<file path="src/rtl/fpu_ss_pkg.sv">
// Shared types and width helpers for the multi-core fpu_ss front end.
package fpu_ss_pkg;

  localparam int unsigned ARB_CORE_W = 4;   // holds a core index for up to 16 cores
  localparam int unsigned ARB_ID_W   = 32;  // widest supported core-side instruction id

  typedef struct packed {
    logic                  valid;
    logic [ARB_CORE_W-1:0] core;
    logic [ARB_ID_W-1:0]   orig_id;
    logic                  commit_pend;
    logic                  kill;
  } arb_entry_t;

  // Index width for n items; never narrower than one bit.
  function automatic int unsigned idx_width(input int unsigned n);
    return (n > 32'd1) ? 32'($clog2(n)) : 32'd1;
  endfunction

endpackage

</file>
<file path="src/rtl/fpu_ss_core_arbiter_chk.sv">
// Protocol checks on the fpu_ss side of the core arbiter.
module fpu_ss_core_arbiter_chk (
  input logic clk_i,
  input logic rst_ni,
  input logic result_valid_i,
  input logic result_tag_known_i
);

  // fpu_ss must only return results on tags that are in flight.
  a_result_tag_known: assert property (@(posedge clk_i) disable iff (!rst_ni)
    result_valid_i |-> result_tag_known_i);

endmodule

</file>
<file path="src/rtl/fpu_ss_rr_arbiter.sv">
// Round-robin arbiter whose grant is held while a request is pending downstream.
module fpu_ss_rr_arbiter #(
  parameter int unsigned NB_REQ = 8,
  parameter int unsigned IDX_W  = 3
) (
  input  logic              clk_i,
  input  logic              rst_ni,
  input  logic [NB_REQ-1:0] req_i,
  input  logic              lock_i,
  input  logic              advance_i,
  output logic [NB_REQ-1:0] gnt_o,
  output logic [IDX_W-1:0]  idx_o
);

  logic [IDX_W-1:0] ptr_q, ptr_d, held_q, held_d, pick_s, cand_s;
  logic             locked_q, locked_d, found_s;

  // First requester at or after the pointer, wrapping around.
  always_comb begin
    pick_s  = ptr_q;
    found_s = 1'b0;
    cand_s  = ptr_q;
    for (int unsigned k = 0; k < NB_REQ; k++) begin
      cand_s = IDX_W'((32'(ptr_q) + k) % NB_REQ);
      if (!found_s && req_i[cand_s]) begin
        pick_s  = cand_s;
        found_s = 1'b1;
      end else begin
        found_s = found_s;
      end
    end
  end

  // Grant output, lock tracking and pointer advance.
  always_comb begin
    idx_o    = locked_q ? held_q : pick_s;
    gnt_o    = (|req_i) ? (NB_REQ'(1'b1) << idx_o) : '0;
    locked_d = lock_i & ~advance_i;
    held_d   = idx_o;
    if (advance_i) begin
      ptr_d = (idx_o == IDX_W'(NB_REQ - 1)) ? '0 : idx_o + IDX_W'(1);
    end else begin
      ptr_d = ptr_q;
    end
  end

  // Pointer and lock state.
  always_ff @(posedge clk_i or negedge rst_ni) begin
    if (!rst_ni) begin
      ptr_q    <= '0;
      held_q   <= '0;
      locked_q <= 1'b0;
    end else begin
      ptr_q    <= ptr_d;
      held_q   <= held_d;
      locked_q <= locked_d;
    end
  end

endmodule

</file>
<file path="src/rtl/fpu_ss_core_arbiter.sv">
// Shares one fpu_ss among several cores: round-robin issue, id-to-tag remap,
// per-tag commit forwarding and result routing back to the owning core.
module fpu_ss_core_arbiter
  import fpu_ss_pkg::*;
#(
  parameter  int unsigned NB_CORES     = 8,
  parameter  int unsigned ID_WIDTH     = 4,
  parameter  int unsigned TAG_DEPTH    = 4,
  parameter  int unsigned RESULT_WIDTH = 32,
  localparam int unsigned TAG_W        = idx_width(TAG_DEPTH)
) (
  input  logic                         clk_i,
  input  logic                         rst_ni,
  input  logic [NB_CORES-1:0]          core_issue_valid_i,
  output logic [NB_CORES-1:0]          core_issue_ready_o,
  input  logic [NB_CORES*32-1:0]       core_issue_instr_i,
  input  logic [NB_CORES*ID_WIDTH-1:0] core_issue_id_i,
  output logic                         core_issue_accept_o,
  input  logic [NB_CORES-1:0]          core_commit_valid_i,
  input  logic [NB_CORES*ID_WIDTH-1:0] core_commit_id_i,
  input  logic [NB_CORES-1:0]          core_commit_kill_i,
  output logic [NB_CORES-1:0]          core_result_valid_o,
  input  logic [NB_CORES-1:0]          core_result_ready_i,
  output logic [ID_WIDTH-1:0]          core_result_id_o,
  output logic [RESULT_WIDTH-1:0]      core_result_data_o,
  output logic                         fpu_issue_valid_o,
  input  logic                         fpu_issue_ready_i,
  output logic [31:0]                  fpu_issue_instr_o,
  output logic [TAG_W-1:0]             fpu_issue_id_o,
  output logic [31:0]                  fpu_core_id_o,
  input  logic                         fpu_issue_accept_i,
  output logic                         fpu_commit_valid_o,
  output logic [TAG_W-1:0]             fpu_commit_id_o,
  output logic                         fpu_commit_kill_o,
  input  logic                         fpu_result_valid_i,
  output logic                         fpu_result_ready_o,
  input  logic [TAG_W-1:0]             fpu_result_id_i,
  input  logic [RESULT_WIDTH-1:0]      fpu_result_data_i,
  output logic [TAG_W:0]               inflight_cnt_o,
  output logic                         busy_o
);

  localparam int unsigned CORE_IDX_W = idx_width(NB_CORES);
  localparam int unsigned CNT_W      = TAG_W + 1;

  arb_entry_t              entry_q [TAG_DEPTH];
  arb_entry_t              entry_d [TAG_DEPTH];
  logic [CNT_W-1:0]        cnt_q, cnt_d;
  logic [NB_CORES-1:0]     gnt_s;
  logic [CORE_IDX_W-1:0]   gnt_idx_s;
  logic [31:0]             issue_instr_s;
  logic [ID_WIDTH-1:0]     issue_id_s;
  logic                    gnt_cmt_hit_s, gnt_cmt_kill_s;
  logic [TAG_W-1:0]        alloc_tag_s, cmt_tag_s;
  logic                    any_free_s, cmt_valid_s, issue_hs_s, res_known_s, res_hs_s;
  logic [TAG_DEPTH-1:0]    cap_hit_s, cap_kill_s;

  fpu_ss_rr_arbiter #(.NB_REQ(NB_CORES), .IDX_W(CORE_IDX_W)) u_rr (
    .clk_i     (clk_i),
    .rst_ni    (rst_ni),
    .req_i     (core_issue_valid_i),
    .lock_i    (fpu_issue_valid_o),
    .advance_i (issue_hs_s),
    .gnt_o     (gnt_s),
    .idx_o     (gnt_idx_s)
  );

  // Steer the granted core's issue lane and any same-cycle commit of that id.
  always_comb begin
    issue_instr_s  = 32'd0;
    issue_id_s     = '0;
    gnt_cmt_hit_s  = 1'b0;
    gnt_cmt_kill_s = 1'b0;
    for (int c = 0; c < NB_CORES; c++) begin
      if (gnt_idx_s == CORE_IDX_W'(c)) begin
        issue_instr_s  = core_issue_instr_i[c*32 +: 32];
        issue_id_s     = core_issue_id_i[c*ID_WIDTH +: ID_WIDTH];
        gnt_cmt_hit_s  = core_commit_valid_i[c] &&
                         (core_commit_id_i[c*ID_WIDTH +: ID_WIDTH] == core_issue_id_i[c*ID_WIDTH +: ID_WIDTH]);
        gnt_cmt_kill_s = gnt_cmt_hit_s & core_commit_kill_i[c];
      end else begin
        issue_instr_s  = issue_instr_s;
      end
    end
  end

  // Lowest free tag for allocation, lowest pending commit for forwarding.
  always_comb begin
    alloc_tag_s = '0;
    any_free_s  = 1'b0;
    cmt_tag_s   = '0;
    cmt_valid_s = 1'b0;
    for (int t = 0; t < TAG_DEPTH; t++) begin
      if (!any_free_s && !entry_q[t].valid) begin
        alloc_tag_s = TAG_W'(t);
        any_free_s  = 1'b1;
      end else begin
        any_free_s  = any_free_s;
      end
      if (!cmt_valid_s && entry_q[t].commit_pend) begin
        cmt_tag_s   = TAG_W'(t);
        cmt_valid_s = 1'b1;
      end else begin
        cmt_valid_s = cmt_valid_s;
      end
    end
  end

  // CAM every core's commit against the in-flight entries it owns.
  always_comb begin
    cap_hit_s  = '0;
    cap_kill_s = '0;
    for (int t = 0; t < TAG_DEPTH; t++) begin
      for (int c = 0; c < NB_CORES; c++) begin
        if (core_commit_valid_i[c] && entry_q[t].valid && !entry_q[t].commit_pend &&
            (entry_q[t].core == ARB_CORE_W'(c)) &&
            (entry_q[t].orig_id == ARB_ID_W'(core_commit_id_i[c*ID_WIDTH +: ID_WIDTH]))) begin
          cap_hit_s[t]  = 1'b1;
          cap_kill_s[t] = core_commit_kill_i[c];
        end else begin
          cap_hit_s[t]  = cap_hit_s[t];
        end
      end
    end
  end

  // Issue, commit and result datapaths; everything is held quiet in reset.
  always_comb begin
    issue_hs_s          = fpu_issue_valid_o & fpu_issue_ready_i;
    fpu_issue_valid_o   = rst_ni & (|core_issue_valid_i) & any_free_s;
    core_issue_ready_o  = gnt_s & {NB_CORES{rst_ni & fpu_issue_ready_i & any_free_s}};
    core_issue_accept_o = fpu_issue_accept_i;
    fpu_issue_instr_o   = issue_instr_s;
    fpu_issue_id_o      = alloc_tag_s;
    fpu_core_id_o       = 32'(gnt_idx_s);
    fpu_commit_valid_o  = cmt_valid_s;
    fpu_commit_id_o     = cmt_tag_s;
    fpu_commit_kill_o   = cmt_valid_s & entry_q[cmt_tag_s].kill;
    res_known_s         = entry_q[fpu_result_id_i].valid;
    core_result_valid_o = (rst_ni & fpu_result_valid_i & res_known_s) ?
                          (NB_CORES'(1'b1) << entry_q[fpu_result_id_i].core) : '0;
    core_result_id_o    = entry_q[fpu_result_id_i].orig_id[ID_WIDTH-1:0];
    core_result_data_o  = fpu_result_data_i;
    // Unknown tags are swallowed so a stray result cannot wedge fpu_ss.
    fpu_result_ready_o  = rst_ni & (res_known_s ?
                          core_result_ready_i[entry_q[fpu_result_id_i].core[CORE_IDX_W-1:0]] : 1'b1);
    res_hs_s            = fpu_result_valid_i & fpu_result_ready_o & res_known_s;
    inflight_cnt_o      = cnt_q;
    busy_o              = |cnt_q;
  end

  // Per-tag next state: allocate, free, forward commit, capture commit.
  always_comb begin
    cnt_d = '0;
    for (int t = 0; t < TAG_DEPTH; t++) begin
      entry_d[t] = entry_q[t];
      if (issue_hs_s && fpu_issue_accept_i && (alloc_tag_s == TAG_W'(t))) begin
        entry_d[t].valid       = 1'b1;
        entry_d[t].core        = ARB_CORE_W'(gnt_idx_s);
        entry_d[t].orig_id     = ARB_ID_W'(issue_id_s);
        entry_d[t].commit_pend = gnt_cmt_hit_s;
        entry_d[t].kill        = gnt_cmt_kill_s;
      end else if ((res_hs_s && (fpu_result_id_i == TAG_W'(t))) ||
                   (cmt_valid_s && (cmt_tag_s == TAG_W'(t)) && entry_q[t].kill)) begin
        entry_d[t] = '0;
      end else if (cmt_valid_s && (cmt_tag_s == TAG_W'(t))) begin
        entry_d[t].commit_pend = 1'b0;
      end else if (cap_hit_s[t]) begin
        entry_d[t].commit_pend = 1'b1;
        entry_d[t].kill        = cap_kill_s[t];
      end else begin
        entry_d[t] = entry_q[t];
      end
      cnt_d = cnt_d + CNT_W'(entry_d[t].valid);
    end
  end

  // Tag table and occupancy count.
  always_ff @(posedge clk_i or negedge rst_ni) begin
    if (!rst_ni) begin
      for (int t = 0; t < TAG_DEPTH; t++) begin
        entry_q[t] <= '0;
      end
      cnt_q <= '0;
    end else begin
      entry_q <= entry_d;
      cnt_q   <= cnt_d;
    end
  end

  fpu_ss_core_arbiter_chk u_chk (
    .clk_i              (clk_i),
    .rst_ni             (rst_ni),
    .result_valid_i     (fpu_result_valid_i),
    .result_tag_known_i (res_known_s)
  );

endmodule

</file>
<file path="config.mk">
export PLATFORM = sky130hd
export DESIGN_NAME = fpu_ss_core_arbiter
export DESIGN_NICKNAME = d
export VERILOG_FILES = /design/src/rtl/fpu_ss_pkg.sv /design/src/rtl/fpu_ss_core_arbiter_chk.sv /design/src/rtl/fpu_ss_rr_arbiter.sv /design/src/rtl/fpu_ss_core_arbiter.sv
export SDC_FILE = /design/constraint.sdc
export NUM_CORES = 1
export LEC_CHECK = 0
export BUFFER_PORTS_ARGS = -buffer_cell sky130_fd_sc_hd__buf_4
export CELL_PAD_IN_SITES_DETAIL_PLACEMENT = 2
export CELL_PAD_IN_SITES_GLOBAL_PLACEMENT = 2
export CORE_ASPECT_RATIO = 2
export CORE_MARGIN = 1
export CORE_UTILIZATION = 22
export CTS_CLUSTER_DIAMETER = 150
export DETAILED_ROUTE_END_ITERATION = 8
export HOLD_SLACK_MARGIN = 0.02
export PLACE_DENSITY = 0.79
export RECOVER_POWER = 25
export REMOVE_ABC_BUFFERS = 1
export SYNTH_ARGS = -nofsm -noshare
export SYNTH_HDL_FRONTEND = slang
export SYNTH_SLANG_ARGS = --single-unit
</file>
<file path="constraint.sdc">
create_clock -name clk_i -period 7 [get_ports clk_i]
set_input_delay 1.4 -clock clk_i [delete_from_list [all_inputs] [get_ports clk_i]]
set_output_delay 1.4 -clock clk_i [all_outputs]
set_load 0.02 [all_outputs]
</file>
Word level (Yosys, flattened, before mapping)
Index checks and enable logic that the tools add are counted.
Word-level totals
  logic and storage cells: 548
  output and inout bits: 129
  input port bits: 391
  register bits: 166
Operators by class
  bitwise logic cells: 24
  reduce and logical (&&, ||, !) cells: 215
  multiplexer cells: 173
  add/sub/neg operators: 11
  eq/ne operators: 88
  shifts and indexed selects: 2
  $lt $le $gt $ge: 11
Operators with widths (count)
  == test 32 x 4 -> 1 bit: 32
  2-to-1 mux 39 bit: 10
  2-to-1 mux 32 bit: 8
  logical AND 1 bit: 166
  binary-select mux 39 bit (select 2 bit): 2
  2-to-1 mux 1 bit: 117
  == test 4 x 3 -> 1 bit, second input constant: 16
  less-than comparator 3 x 4 -> 1 bit, second input constant: 9
  == test 4 x 2 -> 1 bit, second input constant: 8
  == test 4 bit: 8
  2-to-1 mux 4 bit: 8
  binary-select mux 1 bit (select 3 bit): 9
  2-to-1 mux 3 bit: 9
  AND 1 bit: 20
  zero test 1 bit: 19
  == test 4 x 1 -> 1 bit, second input constant: 4
  zero test 4 bit: 4
  2-to-1 mux 2 bit: 8
  2-to-1 mux 8 bit: 2
  nonzero test 4 bit: 4
  adder 3 bit, second input constant: 4
  == test 2 bit, second input constant: 6
  == test 3 bit, second input constant: 4
  inequality test 3 x 2 -> 1 bit, second input constant: 4
  22 further kinds: 43

Longest topological paths before layout
Gate-level depths: netlist of the first run.
  depth after elaboration: 38
  depth in mapped cells: 25

Modules after synthesis
From an unflattened synthesis of the first run, not the netlist that was laid out.
Second synthesis, totals
  cells, all modules: 1173
  area total of the unflattened synthesis: 9379.0 um^2
By module, submodules not included
  fpu_ss_core_arbiter: times used 1, area an instance 7950.1 um^2, cells an instance 1029
  fpu_ss_rr_arbiter: times used 1, area an instance 1428.9 um^2, cells an instance 144

Least setup slack after synthesis of the first run
Ideal clock, no wire load.
  path type: in2out
  from: input core_issue_valid_i[1]
  to: output fpu_issue_instr_o[6]
  required time: 5600 ps
  stages: 15
  setup slack: 148 ps
  data arrival time: 5452 ps
  path buffers: 4
  cell sequence: mux4_2 > mux2_2 > nand4b_1 > a21o_1 > a31oi_1 > a21oi_1 > a221oi_1 > ha_1 > clkbuf_1 > clkbuf_1 > clkbuf_1 > clkbuf_1 > a221oi_1 > o41ai_1 > o311a_1
Between the ends
  longest elaborated chain between the ends: 34
  elaborated cells between the ends (all ways): 61
RTL lines
  from (decl): RTL line fpu_ss_core_arbiter.sv:14  | input logic [NB_CORES-1:0] core_issue_valid_i,
  binary-select mux 1 bit (select 3 bit): RTL line fpu_ss_rr_arbiter.sv:25  | if (!found_s && req_i[cand_s]) begin
  2-to-1 mux 1 bit (implied by the code): RTL line fpu_ss_rr_arbiter.sv:25
  2-to-1 mux 1 bit: RTL line fpu_ss_rr_arbiter.sv:25
  zero test 1 bit: RTL line fpu_ss_rr_arbiter.sv:25
  logical AND 1 bit: RTL line fpu_ss_rr_arbiter.sv:25
  2-to-1 mux 1 bit: RTL line fpu_ss_rr_arbiter.sv:25
  zero test 1 bit: RTL line fpu_ss_rr_arbiter.sv:25
  logical AND 1 bit: RTL line fpu_ss_rr_arbiter.sv:25
  (+12 left out)
  2-to-1 mux 1 bit: RTL line fpu_ss_rr_arbiter.sv:25
  zero test 1 bit: RTL line fpu_ss_rr_arbiter.sv:25
  logical AND 1 bit: RTL line fpu_ss_rr_arbiter.sv:25
  2-to-1 mux 3 bit (*): RTL line fpu_ss_rr_arbiter.sv:25
  2-to-1 mux 3 bit (*): RTL line fpu_ss_rr_arbiter.sv:36  | idx_o = locked_q ? held_q : pick_s;
  zero test 3 bit: RTL line fpu_ss_core_arbiter.sv:75  | if (gnt_idx_s == CORE_IDX_W'(c)) begin
  2-to-1 mux 32 bit (7 in series): RTL line fpu_ss_core_arbiter.sv:75
  2-to-1 mux 32 bit (*): RTL line fpu_ss_core_arbiter.sv:75
  to (decl): RTL line fpu_ss_core_arbiter.sv:28  | output logic [31:0] fpu_issue_instr_o,
Every way passes the cells marked *; elsewhere a longest branch is shown, timed or not. The select of a mux whose other input is x is not followed.

Worst setup path in the final report of the first run
  from: input core_issue_valid_i[3]
  to: output fpu_issue_instr_o[8]
Same word-level chain as after synthesis.

==> results of run 1 <==
## metrics by stage
step	setup slack, ns	instance area (sq um)	std cells	util
2_1_floorplan	-2.40	8660	1073	-
3_3_place_gp	0.0502	13200	2105	0.307
3_5_place_dp	0.0116	13200	2105	0.307
4_1_cts	0.0514	13400	2116	0.312
5_1_grt	-0.0287	13600	2127	0.316
6_report	0.133	13600	2127	0.316
## kinds of logic (layout without fill, tap and decap cells)
kind of cell	count (synthesis)	count (layout)	synth area share
XOR/XNOR	157	157	0.143
other	1	34	0.000391
AO/OA/AOI/OAI	326	326	0.280
multiplexers	47	47	0.0706
AND/OR/NAND/NOR	418	418	0.239
buffers and inverters	232	539	0.122
flip-flops	50	50	0.130
adder cells (fa/ha/maj)	11	11	0.0151
## cells in the mapped netlist (all sizes together), types with 3 or more instances
cell type and n:
a211o 3, a21o 4, a21oi 68, a221o 36, a221oi 38, a222oi 5
a22oi 8, a2bb2oi 3, a31oi 4, a32oi 3, and2 5, and3 11
and4b 3, buf 95, clkbuf 102, dfrtp 50, ha 10, inv 35
mux2 15, mux2i 17, mux4 15, nand2 74, nand2b 42, nand3 53
nand3b 6, nand4 11, nand4b 8, nor2 46, nor2b 73, nor3 34
nor3b 9, nor4 19, nor4b 3, o211ai 4, o21ai 31, o22ai 30
o311a 33, o41ai 35, or2 4, or3 8, or4 6, xnor2 98
xor2 59
## layout make-up
cell class | count | area (sq um)
antenna | 5 | 12.5
clock buffer | 6 | 129
clock inverter | 2 | 37.5
fill | 5039 | 29300
inverter | 35 | 131
multi-input combinational | 988 | 7410
sequential | 50 | 1250
tap | 545 | 682
timing repair buffer | 496 | 3900
## worst min-delay path: stages (launching register included)
cell,delay (ns)
dfrtp_1,0.41
nand2_1,0.08
o22ai_1,0.06
## state kept, by name, indices dropped and copies added (netlist names)
signal / cells
entry_q: 40
inflight_cnt_o: 3
u_rr.held_q: 3
u_rr.locked_q: 1
u_rr.ptr_q: 3
## per-layer routing
metal / wire [um] / track usage / part of all wire
met1: 20900 / 0.266 / 0.34
met2: 32400 / 0.491 / 0.53
met3: 4600 / 0.0577 / 0.075
met4: 3510 / 0.150 / 0.057
met5: 98 / 0.0170 / 0.0016
## final timing paths
check / start / slack (ns) / to / cells past startpoint
setup / recovery: core_issue_valid_i[3] / 0.13 / fpu_issue_instr_o[8] / 20
hold reg to reg: entry_q[153]$_DFFE_PN0P_ / 0.58 / entry_q[153]$_DFFE_PN0P_ / 2
setup reg to reg: u_rr.ptr_q[1]$_DFFE_PN0P_ / 1.60 / entry_q[0]$_DFFE_PN0P_ / 23
min in group asynchronous: rst_ni / 1.44 / entry_q[78]$_DFFE_PN0P_ / 2
max in group asynchronous: rst_ni / 5.06 / entry_q[155]$_DFF_PN0_ / 2
hold / removal: entry_q[153]$_DFFE_PN0P_ / 0.58 / entry_q[153]$_DFFE_PN0P_ / 2
## repair_timing
| item | in CTS | in global routing |
|---|---|---|
| pin swaps | 1 | 6 |
| setup endpoints to repair | 1 | 32 |
| gates resized for setup | 0 | 18 |
| setup buffers | 3 | 5 |
| cloned | 0 | 1 |
==> results.yml, run 1 <==
global_routing:
  grt_remaining_overflow: 0
  grt_usage: 0.265
  grt_pass1_vias: 13200
  grt_pass1_wl_um: 86700
  grt_max_degree: 53
  grt_antenna_before_repair: 5
worst_setup_path:
  crit_chain: "buf_4 -> mux4_2 -> or2_4 -> a21o_4 -> a21o_1 -> a31oi_1 -> a21oi_1 -> a221oi_2 -> inv_1 -> buf_4 -> ha_4 -> nor3b_1 -> o21ai_1 -> o22ai_2 -> buf_6 -> buf_12 -> nor2b_1 -> o41ai_1 -> o311a_1 -> buf_4"
  crit_path_start_kind: "primary input"
  slowest_stage: "mux4_2"
  cpPeakStageDelay_ns: 0.54
  path_buf_inv: 6
  crit_type: "in -> out"
  critPathMostFrequentCell: "buf_4"
  worst_ep_required_time_ns: 5.60
  end_kind: "primary output"
  cp_top_family: "compound AO/OA/AOI/OAI gates"
  worstPathMaxFanout: 16
  critPathArrivalTime_ns: 5.47
cts:
  clock_latency_ns: 0.31
  cts.clk_slew.worst_paths_ns: 0.07
  clock_path_buffers: 2
  root_buffer: "clkbuf_16"
  clock_sink_count: 50
  holdBufCountCts: 0
  cts_buffers: 5
  cts_tree: "built"
  cts_max_level: 2
floorplan:
  start_util: 0.224
  die_w_um: 150
  rows: 107
  die_area_sq_um: 44500
  ios: 520
  die_h_um: 297
  core-area_sq_um: 42800
placed_design:
  gp_congestion: 0.959
  dp_hpwl_um: 50500
  numPortBuffers: 426
routing:
  drtIter0Drc: 632
  num_vias: 11900
  drc_errors: 0
  first_pass_iters: 5
  drt_wl_total_um: 61500
  antenna_left: 0
  via_per_inst: 5.60
  wl_per_cell_um: 28.9
yosys:
  ys_types: 75
  syn_area_sq_um: 9590
  synth_top_cell_area_share: 0.130
  avgSynthCellArea_sq_um: 7.72
  yosysTopAreaCell: "dfrtp_1"
  synth-seq-area-share: 0.130
  async_reset_ff_frac: 1.00
  synthFlopType: "dfrtp_1"
  synth_edf_count: 0
  syn_inst: 1242
  synth_seq_cells: 50
  ys_top_cells_by_area: "dfrtp_1, xnor2_1, xor2_1, buf_4, nor2b_1"
  synth_warnings: 0
timing:
  slew_headroom: 0.222
  fin_crit_sh: 0.981
  drv_slew: 0
  fin_skew_ns: 0.0137
  worst_pin_slew_ns: 1.16
  finalSetupViolCount: 0
  hold_violations: 0
  min_period_ns: 6.87
  setup-tns-final_ns: 0
  fmax_mhz: 146
  whs_ns: 0.585
run:
  cap_violations: 0
layout:
  syn2layout_area_growth_pct: 41.4
  drive_gt1_frac: 0.369
  nNetsFinal: 1978
  final_cell_mix: "buf_4, xnor2_1, nand2_1"
  final_common_cell: "buf_4"
outcome:
  outcome: "completed"
worst_hold_path:
  hp-class: "reg -> reg"
Power of run 1 is not shown: default switching activity piles up to over one toggle a cycle in this logic, so the estimate is an artifact.
==> run 2, diff against run 1 <==
--- a/config.mk
+++ b/config.mk
@@ -11,6 +11,7 @@
 export CORE_ASPECT_RATIO = 2
 export CORE_MARGIN = 1
 export CORE_UTILIZATION = 22
+export CTS_BUF_LIST = sky130_fd_sc_hd__clkbuf_2
 export CTS_CLUSTER_DIAMETER = 150
 export DETAILED_ROUTE_END_ITERATION = 8
 export HOLD_SLACK_MARGIN = 0.02
==> run 2 against run 1 <==
Compared with the run above:
- the flow now finishes with violations (max-capacitance violations, max-slew violations)
- cell area fell by 0.31%
- fmax rose by 0.33%
- register-to-register slack improved by 0.12 ns
- clock skew rose by 0.022 ns
- global-route usage barely moved
- critical path depth did not move
- core utilization fell by 0.099 points
- wire length fell by 0.18%
- sequential share of layout area barely moved
- highest routed layer unchanged
==> results.yml, run 2 (synthesized netlist as in run 1, its figures left out) <==
routing:
  wl_per_cell_um: 28.8
  drtIter0Drc: 622
  num_vias: 11900
  via_per_inst: 5.57
  first_pass_iters: 5
  drc_errors: 0
  antenna_left: 0
  drt_wl_total_um: 61400
layout:
  drive_gt1_frac: 0.373
  final_common_cell: "buf_4"
  regMostFlops: "entry_q"
  fin_cells: 2130
  syn2layout_area_growth_pct: 40.9
  final_cell_mix: "buf_4, xnor2_1, nand2_1"
  nNetsFinal: 1980
  largest_reg_flops: 40
floorplan:
  core-area_sq_um: 42800
  die_w_um: 150
  start_util: 0.224
  rows: 107
  ios: 520
  die_h_um: 297
  die_area_sq_um: 44500
worst_setup_path:
  slowest_stage: "mux4_2"
  end_kind: "primary output"
  critPathMostFrequentCell: "buf_4"
  worstPathMaxFanout: 16
  crit_chain: "buf_4 -> mux4_2 -> or2_4 -> a21o_4 -> o2bb2ai_1 -> a32oi_1 -> nand3b_1 -> a221oi_2 -> inv_1 -> buf_4 -> ha_4 -> nor3b_1 -> o21ai_1 -> o22ai_2 -> buf_6 -> buf_12 -> nor2b_1 -> o41ai_1 -> o311a_1 -> buf_4"
  critPathLaunch: "core_issue_valid_i[3]"
  r2r_start: "u_rr.ptr_q[0]$_DFFE_PN0P_"
  critPathArrivalTime_ns: 5.44
  worst_ep_required_time_ns: 5.60
  crit_type: "in -> out"
  cpPeakStageDelay_ns: 0.54
  crit_path_start_kind: "primary input"
cts:
  root_buffer: "clkbuf_2"
  cts_tree: "built"
  cts_max_level: 2
  clock_sink_count: 50
  cts.clk_slew.worst_paths_ns: 0.27
  cts_buffers: 5
  clock_path_buffers: 2
  clock_latency_ns: 0.52
global_routing:
  grt_remaining_overflow: 0
  grt_pass1_wl_um: 86800
  grt_max_degree: 53
  grt_usage: 0.265
  grt_pass1_vias: 13100
  grt_antenna_before_repair: 6
placed_design:
  dp.cells: 2105
  numPortBuffers: 426
  dp_hpwl_um: 50500
  gp_congestion: 0.959
timing:
  drv_slew: 53
  fmax_mhz: 146
  worst_pin_slew_ns: 3.01
  fin_crit_sh: 0.978
  slew_headroom: -1.01
  finalSetupViolCount: 0
  hold_violations: 0
  fin_skew_ns: 0.0358
  min_period_ns: 6.84
outcome:
  outcome: "finished with violations"
  violations: "max-capacitance violations, max-slew violations"
worst_hold_path:
  holdCritStartpoint: "entry_q[153]$_DFFE_PN0P_"
  hp-class: "reg -> reg"
run:
  cap_violations: 1
run 2: cell count changes in the layout (fill, tap and decap cells not counted), sizes merged:
cell | before | now
buf | 494 | 495
diode | 5 | 6
clkbuf | 8 | 9
run 2: path summary, 6_finish.rpt:
kind / to / slack [ns] / depth (start not counted)
min reg2reg: entry_q[153]$_DFFE_PN0P_ / 0.60 / 2
min in group asynchronous: entry_q[78]$_DFFE_PN0P_ / 2.10 / 2
max in group asynchronous: entry_q[42]$_DFFE_PN0P_ / 3.23 / 2
max: fpu_issue_instr_o[8] / 0.16 / 20
min: entry_q[153]$_DFFE_PN0P_ / 0.60 / 2
max reg2reg: entry_q[1]$_DFFE_PN0P_ / 1.72 / 23
run 2: per-layer routing:
metal / part of all wire / track usage / vias up
met1: 0.34 / 0.266 / 5888
li1: - / - / 5181
met2: 0.52 / 0.491 / 619
met5: 0.0016 / 0.0170 / -
met4: 0.062 / 0.149 / 2
met3: 0.074 / 0.0569 / 168
run 2: critical path: cells and delay by family:
family	cells	cell delay, ns
AO/OA/AOI/OAI	8	1.70
multiplexers	1	0.54
adder cells (fa/ha/maj)	1	0.18
buffers and inverters	6	0.90
AND/OR/NAND/NOR	4	0.68
run 2: area by class of cell:
cell class,count,area (sq um)
Fill cell,5049,29300
Multi-Input combinational cell,988,7450
Timing Repair Buffer,498,3910
Sequential cell,50,1250
Tap cell,545,682
Inverter,35,131
Clock inverter,2,37.5
Clock buffer,6,30.0
Antenna cell,6,15.0
run 2: what timing repair did:
item                       in CTS  in global routing
pin swaps                       1                  7
buffers inserted                3                  7
setup endpoints to repair      32                 32
cloned                          0                  1
gates resized for setup         3                 22
hold buffers                    0                  0
run 2: stage by stage:
| step | setup TNS [ns] | util | hold WS, ns | cell area [sq um] | worst slack (ns) |
|---|---|---|---|---|---|
| final | 0 | 0.315 | 0.602 | 13500 | 0.155 |
| after CTS | 0 | 0.310 | 0.598 | 13300 | 0.0239 |
| after floorplan | -86.39 | - | 0.515 | 8660 | -2.40 |
| after detailed placement | 0 | 0.307 | 0.577 | 13200 | 0.0116 |
| after global placement | 0 | 0.307 | 0.559 | 13200 | 0.0502 |
| after global routing | -0.0902 | 0.315 | 0.625 | 13500 | -0.0327 |
Power of run 2 is left out for the same reason.
